**src/rtl/pipeline_hazard_ctrl_pkg.sv**
```systemverilog
// pipeline_hazard_ctrl_pkg: shared state encoding, register-index width and NOP control fields (package pipe_ctrl_pkg)
package pipe_ctrl_pkg;
  typedef enum logic [1:0] {
    RUN      = 2'd0,
    MEM_WAIT = 2'd1,
    FAULT    = 2'd2
  } ctrl_state_e;
  localparam int REG_IDX_W = 5;
  typedef struct packed {
    logic reg_write;
    logic mem_write;
    logic mem_to_reg;
  } ctrl_fields_t;
  localparam ctrl_fields_t NOP_CTRL = '{reg_write: 1'b0, mem_write: 1'b0, mem_to_reg: 1'b0};
  function automatic logic load_use(logic mem_read, logic [REG_IDX_W-1:0] rd, logic [REG_IDX_W-1:0] rs,
                                    logic [REG_IDX_W-1:0] rt);
    return mem_read && rd != '0 && (rd == rs || rd == rt);
  endfunction
endpackage

```
**src/rtl/pipeline_hazard_ctrl_if.sv**
```systemverilog
// pipeline_hazard_ctrl_if: hazard inputs from the pipeline and stall/flush controls back to it
interface pipeline_hazard_ctrl_if #(
  parameter int CNT_W = 32
);
  logic [pipe_ctrl_pkg::REG_IDX_W-1:0] id_rs, id_rt, ex_rd;
  logic ex_mem_read, ex_branch_taken, id_jump, mem_req, mem_ready;
  logic pc_hold, ifid_hold, idex_hold, exmem_hold;
  logic ifid_flush, idex_flush, memwb_bubble, mem_fault;
  logic [1:0] ctrl_state;
  logic [CNT_W-1:0] load_stall_cnt, mem_wait_cnt;
  modport master(
    output id_rs, id_rt, ex_rd, ex_mem_read, ex_branch_taken, id_jump, mem_req, mem_ready,
    input pc_hold, ifid_hold, idex_hold, exmem_hold, ifid_flush, idex_flush, memwb_bubble, mem_fault,
    input ctrl_state, load_stall_cnt, mem_wait_cnt
  );
  modport slave(
    input id_rs, id_rt, ex_rd, ex_mem_read, ex_branch_taken, id_jump, mem_req, mem_ready,
    output pc_hold, ifid_hold, idex_hold, exmem_hold, ifid_flush, idex_flush, memwb_bubble, mem_fault,
    output ctrl_state, load_stall_cnt, mem_wait_cnt
  );
endinterface

```
**src/rtl/pipeline_hazard_ctrl_sat_counter.sv**
```systemverilog
// sat_counter: enable-driven up counter that sticks at all-ones
module sat_counter #(
  parameter int CNT_W = 32
) (
  input  logic             clk,
  input  logic             reset,
  input  logic             en,
  output logic [CNT_W-1:0] cnt
);
  always_ff @(posedge clk or posedge reset)
    if (reset) cnt <= '0;
    else if (en && !(&cnt)) cnt <= cnt + 1'b1;
endmodule

```
**src/rtl/pipeline_hazard_ctrl.sv**
```systemverilog
// pipeline_hazard_ctrl: load-use/branch/jump hazard steering, memory-wait freeze with timeout fault.
// Performance counters exist only when HAZARD_PERF_CNT_EN is defined.
module pipeline_hazard_ctrl
  import pipe_ctrl_pkg::*;
#(
  parameter int MEM_TIMEOUT = 15,
  parameter int CNT_W = 32
) (
  input logic clk,
  input logic reset,
  pipeline_hazard_ctrl_if.slave hz
);
  localparam int WW = $clog2(MEM_TIMEOUT);
  localparam logic [WW-1:0] LAST = WW'(MEM_TIMEOUT - 1);
  ctrl_state_e state, state_nx;
  logic [WW-1:0] wait_cnt, wait_nx;
  logic lu, freeze, steer, br, stall_lu, jmp;
  always_ff @(posedge clk or posedge reset)
    if (reset) begin
      state    <= RUN;
      wait_cnt <= '0;
    end else begin
      state    <= state_nx;
      wait_cnt <= wait_nx;
    end
  always_comb begin
    lu       = load_use(hz.ex_mem_read, hz.ex_rd, hz.id_rs, hz.id_rt);
    freeze   = !reset && (state == FAULT || !hz.mem_ready && (state == MEM_WAIT || hz.mem_req));
    steer    = !reset && !freeze;
    br       = steer && hz.ex_branch_taken;
    stall_lu = steer && !hz.ex_branch_taken && lu;
    jmp      = steer && !hz.ex_branch_taken && !lu && hz.id_jump;
    state_nx = state == RUN ? (hz.mem_req && !hz.mem_ready ? MEM_WAIT : RUN)
             : state == MEM_WAIT ? (hz.mem_ready ? RUN : wait_cnt == LAST ? FAULT : MEM_WAIT)
             : FAULT;
    wait_nx  = state == MEM_WAIT ? wait_cnt + 1'b1 : '0;
  end
  assign hz.pc_hold      = freeze || stall_lu;
  assign hz.ifid_hold    = freeze || stall_lu;
  assign hz.idex_hold    = freeze;
  assign hz.exmem_hold   = freeze;
  assign hz.ifid_flush   = br || jmp;
  assign hz.idex_flush   = br || stall_lu;
  assign hz.memwb_bubble = freeze;
  assign hz.mem_fault    = state == FAULT;
  assign hz.ctrl_state   = state;
`ifdef HAZARD_PERF_CNT_EN
  sat_counter #(.CNT_W(CNT_W)) u_lu_cnt (
    .clk(clk), .reset(reset), .en(stall_lu), .cnt(hz.load_stall_cnt)
  );
  sat_counter #(.CNT_W(CNT_W)) u_mw_cnt (
    .clk(clk), .reset(reset), .en(state == MEM_WAIT), .cnt(hz.mem_wait_cnt)
  );
`else
  assign hz.load_stall_cnt = '0;
  assign hz.mem_wait_cnt   = '0;
`endif
endmodule

```
**src/flat_wrapper.sv**
```systemverilog
// flat-port wrapper written by rule: the top's interface ports become plain ports
module pipeline_hazard_ctrl_flat import pipe_ctrl_pkg::*;
#(
  parameter int MEM_TIMEOUT = 15,
  parameter int CNT_W = 32
)
  (clk, reset, hz_id_rs, hz_id_rt, hz_ex_rd, hz_ex_mem_read, hz_ex_branch_taken, hz_id_jump, hz_mem_req, hz_mem_ready, hz_pc_hold, hz_ifid_hold, hz_idex_hold, hz_exmem_hold, hz_ifid_flush, hz_idex_flush, hz_memwb_bubble, hz_mem_fault, hz_ctrl_state, hz_load_stall_cnt, hz_mem_wait_cnt);
  pipeline_hazard_ctrl_if #(.CNT_W(CNT_W)) hz_i ();
  input logic clk;
  input logic reset;
  input wire logic [$bits(hz_i.id_rs)-1:0] hz_id_rs;
  input wire logic [$bits(hz_i.id_rt)-1:0] hz_id_rt;
  input wire logic [$bits(hz_i.ex_rd)-1:0] hz_ex_rd;
  input wire logic [$bits(hz_i.ex_mem_read)-1:0] hz_ex_mem_read;
  input wire logic [$bits(hz_i.ex_branch_taken)-1:0] hz_ex_branch_taken;
  input wire logic [$bits(hz_i.id_jump)-1:0] hz_id_jump;
  input wire logic [$bits(hz_i.mem_req)-1:0] hz_mem_req;
  input wire logic [$bits(hz_i.mem_ready)-1:0] hz_mem_ready;
  output wire logic [$bits(hz_i.pc_hold)-1:0] hz_pc_hold;
  output wire logic [$bits(hz_i.ifid_hold)-1:0] hz_ifid_hold;
  output wire logic [$bits(hz_i.idex_hold)-1:0] hz_idex_hold;
  output wire logic [$bits(hz_i.exmem_hold)-1:0] hz_exmem_hold;
  output wire logic [$bits(hz_i.ifid_flush)-1:0] hz_ifid_flush;
  output wire logic [$bits(hz_i.idex_flush)-1:0] hz_idex_flush;
  output wire logic [$bits(hz_i.memwb_bubble)-1:0] hz_memwb_bubble;
  output wire logic [$bits(hz_i.mem_fault)-1:0] hz_mem_fault;
  output wire logic [$bits(hz_i.ctrl_state)-1:0] hz_ctrl_state;
  output wire logic [$bits(hz_i.load_stall_cnt)-1:0] hz_load_stall_cnt;
  output wire logic [$bits(hz_i.mem_wait_cnt)-1:0] hz_mem_wait_cnt;
  assign hz_i.id_rs = hz_id_rs;
  assign hz_i.id_rt = hz_id_rt;
  assign hz_i.ex_rd = hz_ex_rd;
  assign hz_i.ex_mem_read = hz_ex_mem_read;
  assign hz_i.ex_branch_taken = hz_ex_branch_taken;
  assign hz_i.id_jump = hz_id_jump;
  assign hz_i.mem_req = hz_mem_req;
  assign hz_i.mem_ready = hz_mem_ready;
  assign hz_pc_hold = hz_i.pc_hold;
  assign hz_ifid_hold = hz_i.ifid_hold;
  assign hz_idex_hold = hz_i.idex_hold;
  assign hz_exmem_hold = hz_i.exmem_hold;
  assign hz_ifid_flush = hz_i.ifid_flush;
  assign hz_idex_flush = hz_i.idex_flush;
  assign hz_memwb_bubble = hz_i.memwb_bubble;
  assign hz_mem_fault = hz_i.mem_fault;
  assign hz_ctrl_state = hz_i.ctrl_state;
  assign hz_load_stall_cnt = hz_i.load_stall_cnt;
  assign hz_mem_wait_cnt = hz_i.mem_wait_cnt;
  pipeline_hazard_ctrl #(.MEM_TIMEOUT(MEM_TIMEOUT), .CNT_W(CNT_W)) u_core (.clk(clk), .reset(reset), .hz(hz_i));
endmodule
```
**config.mk**
```make
export PLATFORM = sky130hd
export DESIGN_NAME = pipeline_hazard_ctrl_flat
export DESIGN_NICKNAME = d
export VERILOG_FILES = /design/src/rtl/pipeline_hazard_ctrl_pkg.sv /design/src/rtl/pipeline_hazard_ctrl_if.sv /design/src/rtl/pipeline_hazard_ctrl_sat_counter.sv /design/src/rtl/pipeline_hazard_ctrl.sv /design/src/flat_wrapper.sv
export SDC_FILE = /design/constraint.sdc
export NUM_CORES = 1
export LEC_CHECK = 0
export CORE_MARGIN = 3
export CORE_UTILIZATION = 32
export DETAILED_ROUTE_END_ITERATION = 16
export GPL_TIMING_DRIVEN = 0
export HOLD_SLACK_MARGIN = 0.02
export PLACE_DENSITY_LB_ADDON = 0.15
export SYNTH_ARGS = -nofsm -noshare
export SYNTH_HDL_FRONTEND = slang
export SYNTH_SLANG_ARGS = --single-unit
```
**constraint.sdc**
```tcl
create_clock -name clk -period 4.3 [get_ports clk]
set_input_delay 0.645 -clock clk [delete_from_list [all_inputs] [get_ports clk]]
set_output_delay 0.645 -clock clk [all_outputs]
set_load 0.005 [all_outputs]
```
==> impl_metrics.env, run 1 <==
export IMPL_regToRegSetupSlack_ps=2990
export IMPL_post_cts_resized=0
export IMPL_rsz0062_at_grt="no"
export IMPL_startpoint_type="input port"
export IMPL_cp_max_fo=3
export IMPL_place_hpwl_um=2099
export IMPL_max_cap_viol_count=0
export IMPL_cts_path_max_buffers=2
export IMPL_clock_sinks=6
export IMPL_ir_drop_uv=105.9
export IMPL_gp_congestion=0.7059
export IMPL_cts_max_level=1
export IMPL_core_area_um2=2829
export IMPL_crit_buf_inv=2
export IMPL_num_rows=19
export IMPL_die_w_um=61.26
export IMPL_grt_pass1_vias=687
export IMPL_wl_um=2288
export IMPL_finalInstanceArea_um2=1585
export IMPL_hold_class="reg2reg"
export IMPL_period_needed_ps=3390
export IMPL_crit_path_end_kind="output port"
export IMPL_clk_latency_ps=240
export IMPL_grt_ovfl_total=0
export IMPL_cts_setup_buffers=0
export IMPL_p_leak_uw=0.0009161
export IMPL_synth_cell_types=24
export IMPL_hold_start="u_core.wait_cnt[0]$_DFF_PP0_"
export IMPL_drt_initial_drc_count=22
export IMPL_r2r_cells=4
export IMPL_arrival_ps=2740
export IMPL_synth_ff_type="dfrtp_1"
export IMPL_critPathSlowestCell="or4_1"
export IMPL_syn_instance_count=122
export IMPL_tritoncts_num_buffers=3
export IMPL_syn_cell_area_um2=977.2
export IMPL_grt_usage_pct=10.50
export IMPL_path_clk_slew_ps=40
export IMPL_io_buffer_count=31
export IMPL_drtPass1Iterations=4
export IMPL_post_drt_via_cell_ratio=3.444
export IMPL_highest_layer="met4"
export IMPL_hold_path_end="u_core.wait_cnt[0]$_DFF_PP0_"
export IMPL_whs_path_depth=1
export IMPL_layout_commonest_cell="buf_4"
export IMPL_ys_warnings_count=0
export IMPL_setup_ws_ps=910.5
export IMPL_ant_nets=0
export IMPL_most_common_layout_cells="buf_4 (67), conb_1 (64), clkdlybuf4s50_1 (31)"
export IMPL_start_util_pct=34.54
export IMPL_critPathMaxStageDelay_ps=550
export IMPL_drt_met1_wl_um=843
export IMPL_required_ps=3650
export IMPL_grt_pass1_wl_um=3001
export IMPL_pre_cts_slack_ps=918.0
export IMPL_dpl_instance_area_um2=1563
export IMPL_layout_nets=245
export IMPL_avgSynthCellArea_um2=8.010
export IMPL_antenna_cells=0
export IMPL_routed_via_count=861
export IMPL_cp_top_family="buffers and inverters"
export IMPL_min_period_over_period_pct=78.83
export IMPL_wl_met3_um=328
export IMPL_area_growth_syn_to_layout_pct=62.23
export IMPL_skew_ps=2.094
export IMPL_p_per_area_nw_per_um2=145.0
export IMPL_path_cells="clkdlybuf4s50_1 > or4_1 > o21a_1 > and4_1 > a32o_1 > clkdlybuf4s50_1"
export IMPL_die_y_um=61.26
export IMPL_drv_slew=0
export IMPL_synth_async_reset_ratio_pct=100.0
export IMPL_cts_root_buf="clkbuf_4"
export IMPL_cts_tree="yes"
export IMPL_drive_gt1_share_pct=32.42
export IMPL_setup_viol=0
export IMPL_timing_rr_start="u_core.wait_cnt[0]$_DFF_PP0_"
export IMPL_antenna_found_initial=0
export IMPL_grt_max_degree=11
export IMPL_cp_common_cell="clkdlybuf4s50_1"
export IMPL_synth_edf_count=0
export IMPL_critPathKind="in2out"
export IMPL_max_freq_ghz=0.2950
export IMPL_synth_seq_cells=6
export IMPL_drt_drc_violations_left=0
export IMPL_status="finished clean"
export IMPL_avgRoutedWirePerCell_um=9.152
export IMPL_dieArea_um2=3753
export IMPL_ioPinCount=96
export IMPL_hold_viol_final=0
export IMPL_dr_wl_met2_um=1101
export IMPL_tns_ps=0
export IMPL_r2r_end="u_core.hz.ctrl_state[0]$_DFF_PP0_"
export IMPL_cts_hold_buf=0
export IMPL_yosysSeqAreaShare_pct=15.36
## metal layers
metal | global-route usage [%] | up-vias
met5 | 0 | -
met4 | 3.715 | 0
met3 | 2.725 | 2
met2 | 18.58 | 56
met1 | 12.14 | 348
li1 | - | 455
## cell families (layout without fill, tap and decap cells)
kind of cell	count (synthesis)	after routing	synth area share, %
buf+inv	72	106	53.39
simple gates	20	20	10.24
xor+xnor	12	12	10.76
other cells	1	64	0.3838
compound gates	9	9	7.300
fa+ha+maj	2	2	2.560
flops	6	6	15.36
## cell type report
type | instances | area [um^2]
Tap cell | 31 | 38.79
Clock buffer | 3 | 22.52
Inverter | 5 | 18.77
Timing Repair Buffer | 31 | 310.3
Buffer | 67 | 503.0
Multi-Input combinational cell | 107 | 541.8
Fill cell | 276 | 1244
Sequential cell | 6 | 150.1
## power breakdown
group / switching [uW] / internal (uW)
Clock: 20.5 / 31.6
Sequential: 2.43 / 58.8
Combinational: 42.1 / 74.4
## flip-flops by register name, indices dropped and copies added, names as in the netlist
register and count:
u_core.hz.ctrl_state 2, u_core.wait_cnt 4
## cell usage after synthesis (all sizes together), types with 2 or more instances
| library cell | count | area, um^2 |
|---|---|---|
| buf | 67 | 503.0 |
| xnor2 | 11 | 96.34 |
| nor2 | 7 | 26.28 |
| dfrtp | 6 | 150.1 |
| inv | 5 | 18.77 |
| nand2 | 3 | 11.26 |
| nand3 | 3 | 15.01 |
| a32o | 2 | 20.02 |
| ha | 2 | 25.02 |
| nand2b | 2 | 12.51 |
## metrics by stage
stage                     std cells  hold WS (ps)  power [uW]  utilization [%]
after floorplan                 185         454.3       139.5                -
after global placement          247         469.1       173.7            55.24
after detailed placement        247         479.0       174.9            55.24
after CTS                       250         486.3       229.2            56.04
after global routing            250         527.6       248.2            56.04
final                           250         488.6       229.8            56.04
## worst max-delay path by stage
stage / cells past startpoint / to / slack (ps) / start
6_report: 6 / hz_idex_flush / 910 / hz_ex_rd[0]
5_1_grt: 6 / hz_idex_flush / 840 / hz_ex_rd[0]
4_1_cts: 6 / hz_idex_flush / 900 / hz_ex_rd[0]
3_5_place_dp: 6 / hz_idex_flush / 920 / hz_ex_rd[0]
3_3_place_gp: 6 / hz_idex_flush / 910 / hz_ex_rd[0]
2_1_floorplan: 4 / hz_idex_flush / 1910 / hz_ex_rd[0]
No activity file was read; power rests on OpenSTA's default activity.
==> run 2, diff against run 1 <==
CORE_UTILIZATION = 30   (was 32)
clock period = 3.2 ns   (was 4.3 ns; I/O delays follow)
==> run 2 against run 1 <==
  * Highest routed layer unchanged
  * Register-to-register slack worse by 1100 ps
  * Non-clock buffer count stayed put
  * Critical path depth stayed put
==> impl_metrics.env, run 2 (synthesis results as in run 1) <==
export IMPL_status="finished clean"
export IMPL_hold_viol_final=0
export IMPL_cts_hold_buf=0
export IMPL_min_period_over_period_pct=95.70
export IMPL_cp_common_cell="clkdlybuf4s50_1"
export IMPL_io_buffer_count=31
export IMPL_regMostFlops="u_core.wait_cnt"
export IMPL_grt_pass1_vias=618
export IMPL_cts_root_buf="clkbuf_4"
export IMPL_max_cap_viol_count=0
export IMPL_startpoint_type="input port"
export IMPL_total_power_uw=305.9
export IMPL_drt_drc_violations_left=0
export IMPL_tns_ps=0
export IMPL_clock_sinks=6
export IMPL_p_leak_uw=0.0009161
export IMPL_cp_top_family="buffers and inverters"
export IMPL_pre_cts_slack_ps=146.8
export IMPL_cts_max_level=1
export IMPL_drive_gt1_share_pct=32.42
export IMPL_largest_reg_flops=4
export IMPL_setup_ws_ps=137.5
export IMPL_antenna_cells=0
export IMPL_path_clk_slew_ps=40
export IMPL_arrival_ps=2580
export IMPL_start_util_pct=31.75
export IMPL_hold_worst_slack_ps=481.3
export IMPL_layout_nets=245
export IMPL_critPathSlowestCell="or4_1"
export IMPL_hold_class="reg2reg"
export IMPL_setup_viol=0
export IMPL_cts_tree="yes"
export IMPL_place_hpwl_um=1850
export IMPL_skew_ps=1.266
export IMPL_grt_ovfl_total=0
export IMPL_antenna_found_initial=0
export IMPL_cts_path_max_buffers=2
export IMPL_ioPinCount=96
export IMPL_grt_usage_pct=9.149
export IMPL_cp_max_fo=3
export IMPL_ir_drop_uv=113.2
export IMPL_period_needed_ps=3062
export IMPL_crit_cells=6
export IMPL_required_ps=2720
export IMPL_gp_congestion=0.6632
export IMPL_clk_latency_ps=240
export IMPL_die_w_um=63.07
export IMPL_crit_path_end_kind="output port"
export IMPL_post_cts_resized=0
export IMPL_p_per_area_nw_per_um2=191.0
export IMPL_num_rows=20
export IMPL_drv_slew=0
export IMPL_ant_nets=0
export IMPL_rsz0062_at_grt="no"
export IMPL_critPathMaxStageDelay_ps=540
export IMPL_area_growth_syn_to_layout_pct=63.89
export IMPL_routed_via_count=813
export IMPL_r2r_cells=4
export IMPL_crit_buf_inv=2
export IMPL_cts_setup_buffers=0
export IMPL_post_drt_via_cell_ratio=3.091
export IMPL_wl_um=2039
export IMPL_path_cells="clkdlybuf4s50_1 > or4_1 > o21a_1 > and4_1 > a32o_1 > clkdlybuf4s50_1"
export IMPL_drt_initial_drc_count=17
export IMPL_layout_commonest_cell="buf_4"
export IMPL_dieArea_um2=3978
export IMPL_grt_pass1_wl_um=2987
export IMPL_grt_max_degree=11
export IMPL_die_y_um=63.07
export IMPL_drtPass1Iterations=3
export IMPL_critPathKind="in2out"
export IMPL_tritoncts_num_buffers=3
export IMPL_whs_path_depth=1
export IMPL_avgRoutedWirePerCell_um=7.753
export IMPL_most_common_layout_cells="buf_4 (67), conb_1 (64), clkdlybuf4s50_1 (31)"
export IMPL_core_area_um2=3078
export IMPL_max_freq_ghz=0.3265
-- run 2: worst paths after layout --
path | from | end | slack (ps)
min in group asynchronous | reset | u_core.wait_cnt[2]$_DFF_PP0_ | 560
setup / recovery | hz_ex_rd[0] | hz_idex_flush | 140
hold / removal | u_core.wait_cnt[0]$_DFF_PP0_ | u_core.wait_cnt[0]$_DFF_PP0_ | 480
setup reg to reg | u_core.wait_cnt[0]$_DFF_PP0_ | u_core.hz.ctrl_state[0]$_DFF_PP0_ | 1890
max in group asynchronous | reset | u_core.hz.ctrl_state[0]$_DFF_PP0_ | 2400
hold reg to reg | u_core.wait_cnt[0]$_DFF_PP0_ | u_core.wait_cnt[0]$_DFF_PP0_ | 480
-- run 2: report_power, final --
part | switching (uW) | leakage, uW | internal [uW]
registers | 3.13 | 0.0000808 | 79.0
logic | 55.7 | 0.000821 | 99.9
clock network | 25.7 | 0.0000138 | 42.3
-- run 2: per-layer routing --
| metal | track usage, % | part of all wire, % | vias to the layer above | routed length, um |
|---|---|---|---|---|
| li1 | - | - | 457 | - |
| met1 | 12.03 | 42 | 304 | 860 |
| met2 | 13.97 | 45 | 50 | 916 |
| met3 | 3.387 | 12 | 2 | 249 |
| met4 | 2.479 | 0.59 | 0 | 12 |
| met5 | 0 | 0 | - | 0 |
-- run 2: worst register-to-register path: cells and delay by family, from the launching register on --
family                   cells  cell delay (ps)
AO/OA/AOI/OAI                1              380
adder cells (fa/ha/maj)      1              180
buffers and inverters        1               60
flip-flops                   1              380
AND/OR/NAND/NOR              1              180
-- run 2: final cells by class --
cell class / count / area (um^2)
Tap cell: 44 / 55.05
Sequential cell: 6 / 150.1
Inverter: 5 / 18.77
Multi-Input combinational cell: 107 / 541.8
Clock buffer: 3 / 22.52
Buffer: 67 / 503.0
Timing Repair Buffer: 31 / 310.3
Fill cell: 320 / 1476
-- run 2: metrics by stage --
stage	cell area (um^2)	std cells	util, %
after floorplan	1214	185	-
after global placement	1579	260	51.30
after detailed placement	1579	260	51.30
after CTS	1602	263	52.03
after global routing	1602	263	52.03
final	1602	263	52.03
